$ cat config.mk
export PLATFORM = sky130hd
export DESIGN_NAME = fma_sched
export DESIGN_NICKNAME = d
export VERILOG_FILES = /design/src/rtl/fma_sched.sv
export SDC_FILE = /design/constraint.sdc
export NUM_CORES = 2
export LEC_CHECK = 0
export BUFFER_PORTS_ARGS = -buffer_cell sky130_fd_sc_hd__buf_2
export CORE_ASPECT_RATIO = 2
export CORE_MARGIN = 2
export CORE_UTILIZATION = 60
export DETAILED_ROUTE_END_ITERATION = 8
export PLACE_DENSITY = 0.79
export SLEW_MARGIN = 20
export SYNTH_ARGS = -nofsm -noshare
export SYNTH_HDL_FRONTEND = slang
export SYNTH_SLANG_ARGS = --single-unit
$ cat constraint.sdc
create_clock -name clk -period 26.1 [get_ports clk]
set_input_delay 7.83 -clock clk [delete_from_list [all_inputs] [get_ports clk]]
set_output_delay 7.83 -clock clk [all_outputs]
set_load 0.01 [all_outputs]
$ cat src/rtl/fma_sched.sv
// Round-robin issue scheduler for one shared fma pipeline, with a credit-guarded in-order result FIFO.
// Define FMA_SCHED_PERF_EN to add the perf_issue / perf_stall counters.
module fma_sched #(
    parameter  int NREQ  = 4,
    parameter  int LAT   = 4,
    parameter  int DEPTH = 8,
    parameter  int RES_W = 300,
    localparam int IDW   = (NREQ > 1) ? $clog2(NREQ) : 1,
    localparam int PW    = (DEPTH > 1) ? $clog2(DEPTH) : 1,
    localparam int CW    = $clog2(DEPTH) + 1
) (
    input  logic                 clk,
    input  logic                 rst,
    input  logic [NREQ-1:0]      req_valid,
    input  logic [6*NREQ-1:0]    req_cfg,
    output logic [NREQ-1:0]      req_ready,
    output logic [NREQ-1:0]      fma_sel,
    output logic [5:0]           fma_cfg,
    output logic                 issue_valid,
    input  logic [RES_W-1:0]     res_data,
    output logic                 resp_valid,
    input  logic                 resp_ready,
    output logic [IDW-1:0]       resp_id,
    output logic [RES_W-1:0]     resp_data,
    output logic [CW-1:0]        credits,
    output logic                 idle
`ifdef FMA_SCHED_PERF_EN
    ,
    output logic [31:0]          perf_issue,
    output logic [31:0]          perf_stall
`endif
);

    logic [IDW-1:0]       last_q, last_d;
    logic [CW-1:0]        credits_q, credits_d;
    logic [PW:0]          wr_q, wr_d, rd_q, rd_d;
    logic [LAT-1:0]       tag_vld_q, tag_vld_d;
    logic [IDW-1:0]       tag_id_q [LAT];
    logic [IDW-1:0]       tag_id_d [LAT];
    logic [IDW+RES_W-1:0] mem_q [DEPTH];
    logic [IDW+RES_W-1:0] head;

    logic [5:0]           cfg_arr [NREQ];
    logic [NREQ-1:0]      grant;
    logic                 issue;
    logic [IDW-1:0]       grant_id;
    logic [IDW-1:0]       idx;
    logic                 push;
    logic                 pop;
    logic                 empty;

    // The search begins one past the last accepted requester; no credits means no grant at all.
    always_comb begin
        grant    = '0;
        issue    = 1'b0;
        grant_id = '0;
        idx      = '0;
        for (int i = 0; i < NREQ; i++) begin
            cfg_arr[i] = req_cfg[6*i +: 6];
        end
        if (!rst && credits_q != '0) begin
            for (int k = 1; k <= NREQ; k++) begin
                idx = IDW'((int'(last_q) + k) % NREQ);
                if (!issue && req_valid[idx]) begin
                    issue       = 1'b1;
                    grant[idx]  = 1'b1;
                    grant_id    = idx;
                end
            end
        end
    end

    assign empty = (wr_q == rd_q);
    assign push  = tag_vld_q[LAT-1];
    assign pop   = !empty && resp_ready;
    assign head  = mem_q[rd_q[PW-1:0]];

    always_comb begin
        tag_vld_d[0] = issue;
        tag_id_d[0]  = grant_id;
        for (int i = 1; i < LAT; i++) begin
            tag_vld_d[i] = tag_vld_q[i-1];
            tag_id_d[i]  = tag_id_q[i-1];
        end
        wr_d      = push ? wr_q + 1'b1 : wr_q;
        rd_d      = pop  ? rd_q + 1'b1 : rd_q;
        credits_d = credits_q - CW'(issue) + CW'(pop);
        last_d    = issue ? grant_id : last_q;
    end

    // Reset discards everything in flight; the fma keeps running but its stale outputs carry no tag.
    always_ff @(posedge clk or posedge rst) begin
        if (rst) begin
            last_q    <= IDW'(NREQ - 1);
            credits_q <= CW'(DEPTH);
            wr_q      <= '0;
            rd_q      <= '0;
            tag_vld_q <= '0;
            for (int i = 0; i < LAT; i++) begin
                tag_id_q[i] <= '0;
            end
        end else begin
            last_q    <= last_d;
            credits_q <= credits_d;
            wr_q      <= wr_d;
            rd_q      <= rd_d;
            tag_vld_q <= tag_vld_d;
            for (int i = 0; i < LAT; i++) begin
                tag_id_q[i] <= tag_id_d[i];
            end
        end
    end

    always_ff @(posedge clk) begin
        if (push) begin
            mem_q[wr_q[PW-1:0]] <= {tag_id_q[LAT-1], res_data};
        end
    end

    assign req_ready   = grant;
    assign fma_sel     = grant;
    assign issue_valid = issue;
    assign fma_cfg     = issue ? cfg_arr[grant_id] : 6'b0;
    assign resp_valid  = !empty;
    assign resp_id     = empty ? '0 : head[IDW+RES_W-1:RES_W];
    assign resp_data   = empty ? '0 : head[RES_W-1:0];
    assign credits     = credits_q;
    assign idle        = (tag_vld_q == '0) && empty;

`ifdef FMA_SCHED_PERF_EN
    logic [31:0] perf_issue_q, perf_issue_d;
    logic [31:0] perf_stall_q, perf_stall_d;

    always_comb begin
        perf_issue_d = perf_issue_q + 32'(issue);
        perf_stall_d = perf_stall_q + 32'((|req_valid) && (credits_q == '0));
    end

    always_ff @(posedge clk or posedge rst) begin
        if (rst) begin
            perf_issue_q <= '0;
            perf_stall_q <= '0;
        end else begin
            perf_issue_q <= perf_issue_d;
            perf_stall_q <= perf_stall_d;
        end
    end

    assign perf_issue = perf_issue_q;
    assign perf_stall = perf_stall_q;
`endif

endmodule

* Yosys cells after proc, flatten, opt, wreduce, memory -nomap -nowiden *
Memories as Yosys holds them, arrays and structs flattened.
Index checks and enable logic that the tools add are counted.

operators by class
  eq/ne operators = 1
  shift operators = 0
  magnitude comparators = 9
  add/subtract/negate cells = 8
  bitwise logic cells = 4
  div/mod/pow operators = 0
  reductions and logical operators = 17
  mux-type cells = 45
  $mul = 0

operator list
  operator                                                           number
  2-to-1 mux 300 bit                                                 1
  2-to-1 mux 4 bit                                                   8
  2-to-1 mux 1 bit                                                   18
  2-to-1 mux 6 bit                                                   3
  binary-select mux 6 bit (select 2 bit)                             1
  less-than comparator 2 x 3 -> 1 bit, second input constant         4
  2-to-1 mux 2 bit                                                   6
  OR 4 bit                                                           3
  logical AND 1 bit                                                  10
  adder 4 x 1 -> 4 bit, second input constant                        2
  binary-select mux 1 bit (select 2 bit)                             4
  demux 1 bit (select 2 bit)                                         4
  greater-or-equal comparator 2 x 1 -> 1 bit, second input constant  4
  logical NOT 1 bit                                                  5
  adder 2 x 1 -> 2 bit, second input constant                        2
  adder 2 bit, second input constant                                 2
  adder 4 x 1 -> 4 bit                                               1
  equality test 4 bit                                                1
  logical NOT 4 bit                                                  1
  nonzero test 4 bit                                                 1
  subtractor 4 x 1 -> 4 bit                                          1
  greater-or-equal comparator 3 bit, second input constant           1
  inverter 2 -> 3 bit                                                1

word-level totals
  memory bits (writable) = 2416
  bits in latches = 0
  flip-flop bits (word level) = 26
  memories = 1
  input bits = 331
  output and inout bits = 323
  bits in read-only memories = 0

memories
  name   depth  width  read ports  clocked after memory_dff  wr ports  line  text
  mem_q  8      302    1           0                         1         40    logic [IDW+RES_W-1:0] mem_q [DEPTH];

* Longest topological paths before layout *
  depth in word-level cells = 22
  depth in mapped cells = 12
  gate-level depth less buffers = 11

* Worst setup path after synthesis *
Ideal clock, no wire load.

  kind = flip-flop to flip-flop
  from = register wr_q[0]
  to = memory mem_q[2][0] in the netlist's numbering (enable)
  required time = 24.765 ns
  arrival = 21.049 ns
  setup time = 1.335 ns
  setup slack = 3.716 ns
  clock period less this slack = 22.384 ns
  path buffers = 1
  cell stages (with the launch flop) = 3
  path through = dfrtp_1 -> clkbuf_1 -> nor3_1

RTL lines
  element                 line  text
  from (decl)             36    logic [PW:0] wr_q, wr_d, rd_q, rd_d;
  from (signal assigned)  105   wr_q <= wr_d;
  to (decl)               40

Straight into the memory's write port.

* Worst setup path after layout *
  from = input req_valid[2]
  to = output fma_cfg[3]

between the ends
  longest elaborated chain between the ends = 21
  elaborated cells between the ends (all ways) = 32

ends and longest elaborated chain
  element                                               line  text
  from (decl)                                           14    input logic [NREQ-1:0] req_valid,
  binary-select mux 1 bit (select 2 bit)                64    if (!issue && req_valid[idx]) begin
  2-to-1 mux 1 bit (implied by the code)                64
  2-to-1 mux 1 bit                                      64
  2-to-1 mux 1 bit                                      61    if (!rst && credits_q != '0) begin
  logical NOT 1 bit                                     64
  logical AND 1 bit                                     64
  2-to-1 mux 1 bit                                      64
  2-to-1 mux 1 bit                                      61
  [... 4 more ...]                                      --
  logical NOT 1 bit                                     64
  logical AND 1 bit                                     64
  2-to-1 mux 2 bit                                      64
  2-to-1 mux 2 bit                                      61
  inverter 2 -> 3 bit (implied by the code)             123   assign fma_cfg = issue ? cfg_arr[grant_id] : 6'b0;
  binary-select mux 6 bit (select 2 bit)                123
  2-to-1 mux 6 bit (implied by the code) (2 in series)  123
  2-to-1 mux 6 bit (*)                                  123
  to (decl)                                             18    output logic [5:0] fma_cfg,

Mark *: on every way between the ends. The rest lies on a longest branch, timed or not. The select of a mux whose other input is x is not followed.

==> impl_metrics.ini <==
[status]
status = finished, final reports clean

[timing]
tightest_slew_ns = 1.15
rsz0062_at_grt = false
fmax_ghz = 0.0562
finalCriticalPeriod_ns = 17.79
fin_ws_ns = 8.31
tns_ns = 0
fin_crit_sh = 0.682
setup_viol = 0
finClkSkew_ns = 0.0545
slew_violations = 0
slew_headroom = 0.234
finalHoldViolations = 0

[setup_path]
worstSetupPathType = primary input to output port
cpMaxStageDelayCell = mux4_1
arrival_ns = 9.96
r2r_cells = 6
cp_num_buf_inv = 2
startpoint_type = primary input
cp_max_fo = 14
crit_top_cell = buf_2
path_depth = 8
worstPathCellList = buf_2 > mux4_1 > nor2b_1 > o2111ai_1 > nand2_2 > mux2i_1 > o22ai_1 > buf_2
end_kind = output port
cp_slowest_stage_delay_ns = 0.56
path_delay_family = multiplexers
required_ns = 18.27

[route]
drc_errors = 0
antenna_left = 0
first_iter_violations = 4051
via_per_inst = 6.24
via_count = 43521
firstDrtPassIters = 5
wl_per_cell_um = 28.8
wl_mm = 201

[clock_network]
htreeDepth = 4
clk_pin_slew_ns = 0.06
ctsHoldBuffers = 0
cts-root-buf = clkbuf_16
postCtsSetupRepairBufs = 0
cts_resized = 0
cts_buffers = 201
cts_buffer_depth = 4
clkLatencyLatePin_ns = 0.83
cts_tree = yes
clock-sinks = 2442

[logic_synthesis]
yosysUniqueCellTypes = 44
synth_top_area_frac = 0.781
yosys.area.top_type = edfxtp_1
syn_nets = 4338
ys.flop_type = edfxtp_1
synth_enable_flop_cells = 2416
synth.top_cells.by_count = 2,416 x edfxtp_1, 607 x mux4_2, 319 x nor2_1, 315 x mux2i_1, 89 x clkbuf_1
async_reset_ff_frac = 0.0106
ys_seq_elements = 2442
syn-cell-area_sq_mm = 0.0929
syn_inst = 3991
yosysMostFrequentCell = edfxtp_1
yosysSeqAreaShare = 0.788
ys_top_cells_by_area = edfxtp_1 78%, mux4_2 15%, mux2i_1 3.4%
ys_warn_count = 0
syn_area_per_cell_sq_um = 23.3

[place]
io_buffers = 653
pre_cts_ws_ns = 8.32
dp_hpwl_mm = 110
dpl.cell_count = 6568
gp_routability_congestion = 0.795

[pwr]
cellPowerDensity_mw_per_mm2 = 117
ir_drop_uv = 135
leakage_nw = 35.1

[global_routing]
globalRouteTotalUtil = 0.255
grt_max_degree = 157
grt_pass1_vias = 45267
grt_pass1_wl_mm = 296
overflow = 0
grt_antenna_before_repair = 82

[hold_path]
worstHoldPathCells = 0
min_path_type = flip-flop to flip-flop

[finish]
syn_to_final_growth_pct = 13.0
drive_above_1_share = 0.338
nNetsFinal = 5059
layout.cells.non_filler = 6971
fillers = 9205

[run]
drv_cap = 0

[floorplan]
pin_count = 654
rows = 204
dieHeight_um = 561
die_w_um = 282
dieArea_sq_mm = 0.158
start_util = 0.603
core_sq_mm = 0.154
-- cell type report --
class                           count  area (sq um)  share of cell area
Sequential cell                  2442         73200               0.697
Inverter                           13          48.8            0.000465
Timing Repair Buffer              731          3970              0.0377
Multi-Input combinational cell   1323         18800               0.179
Antenna cell                       49           123             0.00117
Clock buffer                      229          5160              0.0491
Clock inverter                    124          1140              0.0109
Tap cell                         2060          2580              0.0245
-- sequential cells by signal, summed over array words and instances (netlist names) --
register,flops
last_q,2
wr_q,4
mem_q,2416
tag_vld_q,4
tag_id_d,6
rd_q,4
credits,4
tag_id_q,2
-- metrics by stage --
step | utilization | hold WS, ns | area [sq um] | power, mW
finish | 0.681 | 0.349 | 105000 | 12.3
global route | 0.681 | 0.356 | 105000 | 12.8
CTS | 0.680 | 0.350 | 105000 | 12.4
detailed placement | 0.640 | 0.335 | 98600 | 9.47
global placement | 0.640 | 0.334 | 98600 | 9.39
floorplan | - | 0.331 | 92900 | 8.21
-- layout by cell type, fill, tap and decap left out, types with 20 or more instances in the layout --
master	n
buf_2	653
buf_4	69
clkbuf_1	27
clkbuf_16	202
clkinv_1	44
clkinv_2	37
dfrtp_1	20
diode_2	49
edfxtp_1	2416
mux2i_1	315
mux4_2	607
nor2_1	313
-- layer usage --
metal  vias to the layer above  routed length (um)  track usage
met4                        64                6170       0.0819
met3                       437               19000       0.0635
li1                      18152                   -            -
met2                      2019              104000        0.428
met1                     22849               71100        0.328
met5                         -                 412            0
-- where the power goes --
group	total [mW]	internal, mW	switching (mW)
clock	2.92	1.60	1.33
sequential	5.16	4.96	0.196
combinational	4.25	1.75	2.50
total	12.3	8.31	4.02
-- logic make-up after synthesis --
kind of cell | share of synthesized area
flops | 0.788
mux | 0.182
compound gates | 0.00249
xor+xnor | 0.00113
buf+inv | 0.0104
fa+ha+maj | 0.00224
simple gates | 0.0143
-- final timing paths --
path / startpoint / slack (ns) / endpoint
setup / recovery: req_valid[2] / 8.31 / fma_cfg[3]
hold / removal: tag_id_d[1] / 0.35 / tag_id_q[1]
setup reg to reg: tag_vld_q[3] / 20.91 / mem_q[3][92]
hold reg to reg: tag_id_d[1] / 0.35 / tag_id_q[1]
max in group asynchronous: rst / 18.62 / rd_q[1]
min in group asynchronous: rst / 7.12 / credits[0]
(Power assumes the default switching activity.)
